File: config.mk
export PLATFORM = sky130hd
export DESIGN_NAME = seg7_scan_driver
export DESIGN_NICKNAME = d
export VERILOG_FILES = /design/src/rtl/seg7_pkg.sv /design/src/rtl/seg7_hex_decode.sv /design/src/rtl/seg7_scan_driver.sv
export SDC_FILE = /design/constraint.sdc
export NUM_CORES = 1
export LEC_CHECK = 0
export CAP_MARGIN = 20
export CORE_ASPECT_RATIO = 1.5
export CORE_UTILIZATION = 40
export CTS_BUF_LIST = sky130_fd_sc_hd__clkbuf_8
export CTS_CLUSTER_DIAMETER = 100
export CTS_CLUSTER_SIZE = 8
export DETAILED_ROUTE_END_ITERATION = 7
export PLACE_DENSITY = 0.63
export SYNTH_ARGS = -nofsm -noshare
export SYNTH_HDL_FRONTEND = slang
export SYNTH_SLANG_ARGS = --single-unit
File: constraint.sdc
create_clock -name clk -period 5.05 [get_ports clk]
set_clock_uncertainty 0.2 [all_clocks]
set_input_delay 1.515 -clock clk [delete_from_list [all_inputs] [get_ports clk]]
set_output_delay 1.515 -clock clk [all_outputs]
set_load 0.05 [all_outputs]
File: src/rtl/seg7_pkg.sv
// -----------------------------------------------------------------------------
// seg7_pkg
// Shared definitions for the seven-segment scan driver.
//   Segment bit order (all codes active-low): {dp, g, f, e, d, c, b, a}
//   SEG_0..SEG_F : full-hex glyph codes with the decimal point off (bit 7 = 1)
//   SEG_BLANK    : every segment and the decimal point off
//   seg7_decode  : nibble -> 7 glyph bits {g,f,e,d,c,b,a}
// -----------------------------------------------------------------------------
package seg7_pkg;

    localparam logic [7:0] SEG_0     = 8'hC0;
    localparam logic [7:0] SEG_1     = 8'hF9;
    localparam logic [7:0] SEG_2     = 8'hA4;
    localparam logic [7:0] SEG_3     = 8'hB0;
    localparam logic [7:0] SEG_4     = 8'h99;
    localparam logic [7:0] SEG_5     = 8'h92;
    localparam logic [7:0] SEG_6     = 8'h82;
    localparam logic [7:0] SEG_7     = 8'hF8;
    localparam logic [7:0] SEG_8     = 8'h80;
    localparam logic [7:0] SEG_9     = 8'h90;
    localparam logic [7:0] SEG_A     = 8'h88;
    localparam logic [7:0] SEG_B     = 8'h83;
    localparam logic [7:0] SEG_C     = 8'hC6;
    localparam logic [7:0] SEG_D     = 8'hA1;
    localparam logic [7:0] SEG_E     = 8'h86;
    localparam logic [7:0] SEG_F     = 8'h8E;
    localparam logic [7:0] SEG_BLANK = 8'hFF;

    function automatic logic [6:0] seg7_decode(input logic [3:0] nib);
        logic [7:0] code;
        case (nib)
            4'h0:    code = SEG_0;
            4'h1:    code = SEG_1;
            4'h2:    code = SEG_2;
            4'h3:    code = SEG_3;
            4'h4:    code = SEG_4;
            4'h5:    code = SEG_5;
            4'h6:    code = SEG_6;
            4'h7:    code = SEG_7;
            4'h8:    code = SEG_8;
            4'h9:    code = SEG_9;
            4'hA:    code = SEG_A;
            4'hB:    code = SEG_B;
            4'hC:    code = SEG_C;
            4'hD:    code = SEG_D;
            4'hE:    code = SEG_E;
            default: code = SEG_F;
        endcase
        return code[6:0];
    endfunction

endpackage

File: src/rtl/seg7_hex_decode.sv
// -----------------------------------------------------------------------------
// seg7_hex_decode
// Combinational glyph generator for one digit (active-low outputs).
//   nib_i   : hex value to display
//   dp_i    : 1 lights the decimal point
//   blank_i : 1 forces every segment off (overrides nib_i and dp_i)
//   seg_o   : {dp,g,f,e,d,c,b,a}
// -----------------------------------------------------------------------------
module seg7_hex_decode
    import seg7_pkg::*;
(
    input  logic [3:0] nib_i,
    input  logic       dp_i,
    input  logic       blank_i,
    output logic [7:0] seg_o
);

    always_comb begin
        seg_o = SEG_BLANK;
        if (!blank_i) begin
            seg_o = {~dp_i, seg7_decode(nib_i)};
        end
    end

endmodule

File: src/rtl/seg7_scan_driver.sv
// -----------------------------------------------------------------------------
// seg7_scan_driver
// Time-multiplexed driver for DIGITS common-anode seven-segment digits.
//   clk, rst_n   : clock, asynchronous active-low reset
//   data_in      : nibble k is the value of digit k (digit 0 rightmost)
//   dp_in        : per-digit decimal point enable
//   en_in        : per-digit enable (0 = dark)
//   lz_sup       : 1 = blank leading zeros
//   upd          : request to load the inputs at the next frame boundary
//   upd_pending  : a load is waiting for the frame boundary
//   an           : anode selects, active-low, at most one low
//   seg          : {dp,g,f,e,d,c,b,a}, active-low
//   frame_tick   : one-cycle pulse after each frame-boundary cycle
// Only the shadow copy of the inputs is ever displayed, so a load never tears
// a frame in half.
// -----------------------------------------------------------------------------
module seg7_scan_driver
    import seg7_pkg::*;
#(
    parameter int DIGITS    = 8,
    parameter int SCAN_DIV  = 100000,
    parameter int BLANK_CYC = 1000
) (
    input  logic                clk,
    input  logic                rst_n,
    input  logic [4*DIGITS-1:0] data_in,
    input  logic [DIGITS-1:0]   dp_in,
    input  logic [DIGITS-1:0]   en_in,
    input  logic                lz_sup,
    input  logic                upd,
    output logic                upd_pending,
    output logic [DIGITS-1:0]   an,
    output logic [7:0]          seg,
    output logic                frame_tick
);

    localparam int DIV_W = $clog2(SCAN_DIV);
    localparam int IDX_W = (DIGITS > 1) ? $clog2(DIGITS) : 1;

    logic [DIV_W-1:0]    div_q, div_d;
    logic [IDX_W-1:0]    idx_q, idx_d;
    logic                upd_pending_q, upd_pending_d;
    logic [4*DIGITS-1:0] sh_data_q;
    logic [DIGITS-1:0]   sh_dp_q, sh_en_q;
    logic                sh_lz_q;
    logic [DIGITS-1:0]   an_q, an_d;
    logic [7:0]          seg_q, seg_d;
    logic                frame_tick_q;

    logic                div_wrap, idx_last, boundary, load;
    logic                in_blank, lit;
    logic [3:0]          cur_nib;
    logic [DIGITS-1:0]   lz_run, suppress;
    logic                lz_carry;

    // Slot / frame sequencing
    always_comb begin
        div_wrap      = (div_q == DIV_W'(SCAN_DIV - 1));
        idx_last      = (idx_q == IDX_W'(DIGITS - 1));
        boundary      = div_wrap && idx_last;
        load          = boundary && (upd_pending_q || upd);
        div_d         = div_wrap ? '0 : div_q + DIV_W'(1);
        idx_d         = idx_q;
        if (div_wrap) begin
            idx_d = idx_last ? '0 : idx_q + IDX_W'(1);
        end
        // The boundary cycle always ends any pending request; an upd landing
        // on the boundary itself is consumed there and never shows as pending.
        upd_pending_d = boundary ? 1'b0 : (upd_pending_q || upd);
    end

    generate
        if (BLANK_CYC == 0) begin : g_no_blank
            assign in_blank = 1'b0;
        end else begin : g_blank
            assign in_blank = (div_q < DIV_W'(BLANK_CYC));
        end
    endgenerate

    // Leading-zero run, scanned from the most significant digit down. A
    // disabled digit is dark anyway, so it counts as part of the run.
    always_comb begin
        lz_carry = 1'b1;
        lz_run   = '0;
        for (int k = DIGITS - 1; k >= 0; k--) begin
            lz_carry  = lz_carry && (!sh_en_q[k] ||
                        ((sh_data_q[4*k +: 4] == 4'h0) && !sh_dp_q[k]));
            lz_run[k] = lz_carry;
        end
        // Digit 0 always shows, so an all-zero value still reads "0".
        suppress = sh_lz_q ? (lz_run & ~DIGITS'(1)) : '0;
    end

    always_comb begin
        cur_nib = sh_data_q[{idx_q, 2'b00} +: 4];
        lit     = !in_blank && sh_en_q[idx_q] && !suppress[idx_q];
        an_d    = lit ? ~(DIGITS'(1) << idx_q) : '1;
    end

    seg7_hex_decode u_decode (
        .nib_i   (cur_nib),
        .dp_i    (sh_dp_q[idx_q]),
        .blank_i (!lit),
        .seg_o   (seg_d)
    );

    always_ff @(posedge clk or negedge rst_n) begin
        if (!rst_n) begin
            div_q         <= '0;
            idx_q         <= '0;
            upd_pending_q <= 1'b0;
            sh_data_q     <= '0;
            sh_dp_q       <= '0;
            sh_en_q       <= '0;
            sh_lz_q       <= 1'b0;
            an_q          <= '1;
            seg_q         <= SEG_BLANK;
            frame_tick_q  <= 1'b0;
        end else begin
            div_q         <= div_d;
            idx_q         <= idx_d;
            upd_pending_q <= upd_pending_d;
            an_q          <= an_d;
            seg_q         <= seg_d;
            frame_tick_q  <= boundary;
            if (load) begin
                sh_data_q <= data_in;
                sh_dp_q   <= dp_in;
                sh_en_q   <= en_in;
                sh_lz_q   <= lz_sup;
            end
        end
    end

    assign upd_pending = upd_pending_q;
    assign an          = an_q;
    assign seg         = seg_q;
    assign frame_tick  = frame_tick_q;

endmodule

==> results of run 1 <==
==> power by group <==
part	leakage, nW	internal [mW]	total (mW)	switching, mW
sequential	1.14	0.697	0.697	0.0000000000000000102
combinational	1.12	0.0367	0.0568	0.0201
clock	0.122	0.340	0.594	0.253
total	2.38	1.07	1.35	0.274
==> routing by layer <==
| metal | share of wire [%] | routed length (um) | vias up | global-route usage [%] |
|---|---|---|---|---|
| met2 | 54 | 4670 | 68 | 30.6 |
| met3 | 2.9 | 253 | 14 | 2.67 |
| met1 | 41 | 3520 | 1374 | 20.8 |
| li1 | - | - | 1296 | - |
| met4 | 2.2 | 194 | 0 | 8.47 |
| met5 | 0 | 0 | - | 0 |
==> Yosys cell counts (2+ instances only) <==
cell type	count	area share, %
a21oi_1	2	0.24
and3_1	4	0.60
buf_1	2	0.18
buf_2	3	0.36
clkbuf_1	6	0.54
clkinv_1	2	0.18
dfrtp_1	71	43
dfstp_2	16	10
ha_1	13	3.9
inv_1	5	0.45
mux2_2	42	11
mux2_4	10	3.6
mux2i_1	10	2.4
mux4_2	9	4.9
nand2_1	18	1.6
nand2b_1	2	0.30
nand3_1	13	1.6
nand4_1	2	0.30
nor2_1	15	1.4
nor3_1	6	0.72
o211ai_1	5	0.90
o21ai_0	9	1.1
o221ai_1	6	1.3
o22ai_1	2	0.30
or2_2	2	0.30
or3_1	2	0.30
or4_1	8	1.4
xnor2_1	9	1.9
xor2_1	5	1.1
==> layout by cell type (no fill, tap or decap), types with 2 or more instances in the layout <==
cell type	n
o221ai_1	6
o21ai_0	9
nand2_1	18
inv_1	5
or3_1	2
or2_2	2
a21oi_1	2
nor2_1	15
mux2_2	42
ha_1	13
and3_1	4
bufinv_16	3
nor3_1	6
mux4_2	9
clkinv_2	2
dfrtp_1	71
buf_4	4
nand3_1	13
nand4_1	2
o211ai_1	5
xor2_1	5
nand2b_1	2
clkdlybuf4s50_1	68
dfstp_2	16
or4_1	8
mux2i_1	10
clkinv_1	2
xnor2_1	9
o22ai_1	2
mux2_4	10
clkbuf_8	10
==> per-stage QoR <==
step                      total power, mW  hold slack (ps)  setup WS, ps  util [%]
after floorplan                     0.711              255          2250         -
after global placement              0.766              272          1210      48.9
after detailed placement            0.766              279          1180      48.9
after CTS                            1.36              291          1560      51.3
after global routing                 1.40              319          1500      51.5
final                                1.35              288          1590      51.5
==> cells by family (layout without fill, tap and decap cells) <==
logic type      count (synthesis)  after routing  share of synthesized area [%]
compound gates                 31             31                           5.21
xor+xnor                       14             14                           2.95
fa+ha+maj                      13             13                           3.91
buf+inv                        20             96                           2.17
flops                          87             87                           52.8
mux                            71             71                           22.3
simple gates                   81             81                           10.7
==> critical path, delay by kind of cell <==
family / cells / cell delay (ps)
buffers and inverters: 2 / 930
AND/OR/NAND/NOR: 2 / 710
multiplexers: 1 / 330
==> state kept, by name (all words and copies together) (netlist names) <==
| signal | cells |
|---|---|
| sh_data_q | 32 |
| sh_dp_q | 8 |
| div_q | 17 |
| upd_pending | 1 |
| frame_tick | 1 |
| sh_en_q | 8 |
| sh_lz_q | 1 |
| seg | 8 |
| an | 8 |
| idx_q | 3 |
==> layout make-up <==
cell class	count	area [um^2]	share of cell area [%]
multi-input combinational	210	1870	35.8
sequential	87	2200	42.1
clock inverter	6	108	2.06
clock buffer	10	138	2.63
tap	117	146	2.80
inverter	7	26.3	0.503
timing repair buffer	73	738	14.1
==> worst paths after layout <==
check | from | endpoint | slack [ps]
max | upd | sh_data_q[27]$_DFFE_PN0P_ | 1590
min | div_q[0]$_DFF_PN0_ | div_q[0]$_DFF_PN0_ | 290
max reg2reg | idx_q[0]$_DFFE_PN0N_ | sh_data_q[27]$_DFFE_PN0P_ | 1850
min reg2reg | div_q[0]$_DFF_PN0_ | div_q[0]$_DFF_PN0_ | 290
max in group asynchronous | rst_n | an[3]$_DFF_PN1_ | 3100
min in group asynchronous | rst_n | sh_data_q[2]$_DFFE_PN0P_ | 900
==> metrics.txt, run 1 <==
cell area after layout 5220 um^2; clock-pin slew of the registers on the worst-case setup and hold paths 80 ps; CP Cell Sequence clkdlybuf4s50_1, nor2_1, nand3b_2, buf_4, mux2_4; critical path capture point type flop; Ys Warns 0; Post-Layout Cell Count 510; CTS Root Cell clkbuf_8; average via count per standard cell 5.40; Setup CP Type primary input to flop; Hold Path Depth 1; max-slew violations 0; cells on worst reg2reg path 5; crit path time final 3460 ps; Post-Place Cell Area 4950 um^2; final wirelength 8640 um; 1st-iter DRT viols 114; CTS Hold Bufs 0; vias in the first global route 2,828; Cell Pwr Density 258 nW/um^2; Vias 2,752; CTS Buf Count 9; postcts setup bufs 0; clk buf depth 2; Synth Instances 317; Filler Cell Count 935; Max-cap violations 0; CTS Sinks 87; syn_nets 382; Area Growth Syn to Fin 25.6%; die height 127 um; Post-DP HPWL 6240 um; measured slew at the worst slew-check pin 864 ps; CTS tree yes; crit start category primary input; Critical-path top delay cell nand3b_2; outcome finished, final reports clean; later-pin clock latency in the skew report 370 ps; Die Footprint 10,800 um^2; Fin. Hold Viols 0; gr usage total 17.5%; average cell area after synthesis 13.1 um^2; Synth cell types 47; flops & latches, synth 87; Post-layout nets 453; Initial Util 41.0%; core area 10,100 um^2; CP required 5100 ps; RSZ-0062 raised after global routing no; FP Rows 45; wire per inst 16.9 um; Die Span X 85.2 um; H-tree Lvls 3; 1st-pass router iterations 4; Rel. slew slack 42.4%; fin crit share 68.6%; async set-reset flop share out of synthesis 100%; mapped cell area 4160 um^2; # setup viols final 0; largest net degree at the start of global routing 88; first-pass GRT wire length 14,300 um; Crit path arrival time 3510 ps; Buffers on Ports 69; Synth Flop Type dfrtp_1; Max VDD drop 0.149 mV; DRC 0; overflow left after global routing 0; post-CTS sizing 0; post-synthesis sequential area ratio 52.8%; fmax 289 MHz; Leakage Power 2.38 nW; antenna cells 0; Max Fanout on Critical Path 27; Critical Path Max Stage Delay 650 ps; hold crit path type flop to flop; Detail Route Antenna Nets 0; setup TNS 0 ps; Post-synth EDFFs 0; I/O pin count 70; layout cells sized above 1 26.5%; initial antenna violation count 0; gpl congestion 0.818; placed cells 493
Note: power is estimated with default switching activity, not from simulation.
==> run 2: changes to the inputs <==
clock period = 3.3 ns   (was 5.05 ns; I/O delays follow)
==> run 2 against run 1 <==
Clock power grew 35%. Worst hold slack gained 10 ps. Non-clock buffer count grew 4. First-iteration DRC count grew 12%. Critical path depth shrank 4. Largest cell class unchanged. Highest routed layer unchanged.
==> metrics.txt, run 2 (synthesis gave the netlist of run 1 again) <==
outcome finished, final reports clean; Rel. slew slack 36.3%; Reg with most FFs sh_data_q; Max VDD drop 0.247 mV; CP bufs+invs 1; Detail Route Antenna Nets 0; vias in the first global route 2,856; RR Startpoint idx_q[0]$_DFFE_PN0N_; endpoint of the most critical setup path an[5]; Cell Pwr Density 373 nW/um^2; # setup viols final 0; gr usage total 18.1%; Vias 2,761; largest net degree at the start of global routing 50; Die Footprint 10,800 um^2; crit path time final 2880 ps; Core Util, Final 51.7%; Die Span X 85.2 um; Max Fanout on Critical Path 1; final wirelength 8760 um; 1st-iter DRT viols 128; max reg flops 32; Initial Util 41.0%; Critical-path top delay cell clkdlybuf4s50_1; endpoint of the worst register-to-register path seg[1]$_DFF_PN1_; die height 127 um; DRC 0; Crit path arrival time 1690 ps; wire per inst 17.0 um; placed cells 498; Max-cap violations 0; Critical Path Max Stage Delay 790 ps; measured slew at the worst slew-check pin 951 ps; Area Growth Syn to Fin 25.9%; CP Cell Sequence clkdlybuf4s50_1; Largest regs sh_data_q x32, div_q x17; Fin. Hold Viols 0; CTS Buf Count 9; 1st-pass router iterations 4; Post-layout nets 457; Post-DP HPWL 6480 um; antenna cells 0; max-slew violations 0; later-pin clock latency in the skew report 370 ps; clock-pin slew of the registers on the worst-case setup and hold paths 80 ps; most frequent cells in the layout dfrtp_1 (71), clkdlybuf4s50_1 (68), mux2_2 (42), nand2_1 (18), dfstp_2 (16); Filler Cell Count 891; H-tree Lvls 3; CTS tree yes; RSZ-0062 raised after global routing no; PnR Total Power 1.95 mW; cells on worst reg2reg path 6; fmax 348 MHz; fin crit share 87.1%; Reg2Reg Setup Slack 430 ps; overflow left after global routing 0; clk buf depth 2; crit path launch an[5]$_DFF_PN1_; setup TNS 0 ps; most common cell after layout, fill and taps aside dfrtp_1; average via count per standard cell 5.37; FP Rows 45; Leakage Power 2.40 nW; CTS Sinks 87; CP required 2110 ps; critical path depth 1; layout cells sized above 1 27.0%; critical path capture point type output port; CTS Root Cell clkbuf_8; hold crit path type flop to flop; crit start category flop; initial antenna violation count 0; first-pass GRT wire length 14,800 um; CP top delay family buffers and inverters; Hold Path Depth 1; Post-Layout Cell Count 514; I/O pin count 70; core area 10,100 um^2; Setup CP Type flop to output port; Buffers on Ports 69; gpl congestion 0.838
-- run 2: changes by cell type in the layout (fill, tap and decap cells not counted), sizes merged --
cell      before  now
buf            5    9
clkinvlp       1    0
inv            5    7
bufinv         3    2
-- run 2: metrics by stage --
| stage | worst slack [ps] | hold slack [ps] | cell area [um^2] |
|---|---|---|---|
| after floorplan | 529 | 255 | 4160 |
| after detailed placement | 352 | 287 | 5010 |
| final | 424 | 298 | 5240 |
| after CTS | 300 | 298 | 5230 |
| after global placement | 485 | 275 | 5010 |
| after global routing | 154 | 325 | 5240 |
-- run 2: timing repair --
item	4_1_cts	5_1_grt
buffers inserted	0	0
resized for setup	0	1
hold buffers	0	0
hold endpoints to repair	0	0
setup endpoints to repair	0	2
-- run 2: layout make-up --
cell class	count	area (um^2)	share of cell area (%)
clock buffer	10	138	2.63
clock inverter	6	77.6	1.48
inverter	7	26.3	0.502
multi-input combinational	210	1880	35.9
sequential	87	2200	42.0
tap	117	146	2.80
timing repair buffer	77	773	14.8
-- run 2: worst min path at each step --
| stage | start | end | slack, ps |
|---|---|---|---|
| floorplan | div_q[0]$_DFF_PN0_ | div_q[0]$_DFF_PN0_ | 250 |
| global placement | div_q[0]$_DFF_PN0_ | div_q[0]$_DFF_PN0_ | 270 |
| detailed placement | div_q[0]$_DFF_PN0_ | div_q[0]$_DFF_PN0_ | 290 |
| CTS | div_q[0]$_DFF_PN0_ | div_q[0]$_DFF_PN0_ | 300 |
| global route | div_q[0]$_DFF_PN0_ | div_q[0]$_DFF_PN0_ | 320 |
| finish | div_q[0]$_DFF_PN0_ | div_q[0]$_DFF_PN0_ | 300 |
-- run 2: report_power, final --
part / internal (mW) / switching (mW)
sequential: 1.07 / 0.0000000000000000149
clock: 0.439 / 0.365
combinational: 0.0551 / 0.0298
total: 1.56 / 0.395
-- run 2: per-layer routing --
layer / routed length, um / vias up / GRT usage (%)
li1: - / 1311 / -
met1: 3610 / 1383 / 22.0
met2: 4720 / 56 / 31.0
met3: 246 / 11 / 3.19
met4: 176 / 0 / 8.77
met5: 0 / - / 0
-- run 2: worst reg2reg max path, stage by stage, from the launching register on --
cell	delay [ps]
dfrtp_1	650
buf_4	290
o21ai_0	160
o211ai_1	110
and4_1	180
a31oi_1	760
o311ai_0	370
==> run 3: changes to the inputs <==
SKIP_CTS_REPAIR_TIMING = 1   (was not set)
==> results of run 3 <==
The final DEF is identical to that of run 2; final timing and power are the same.
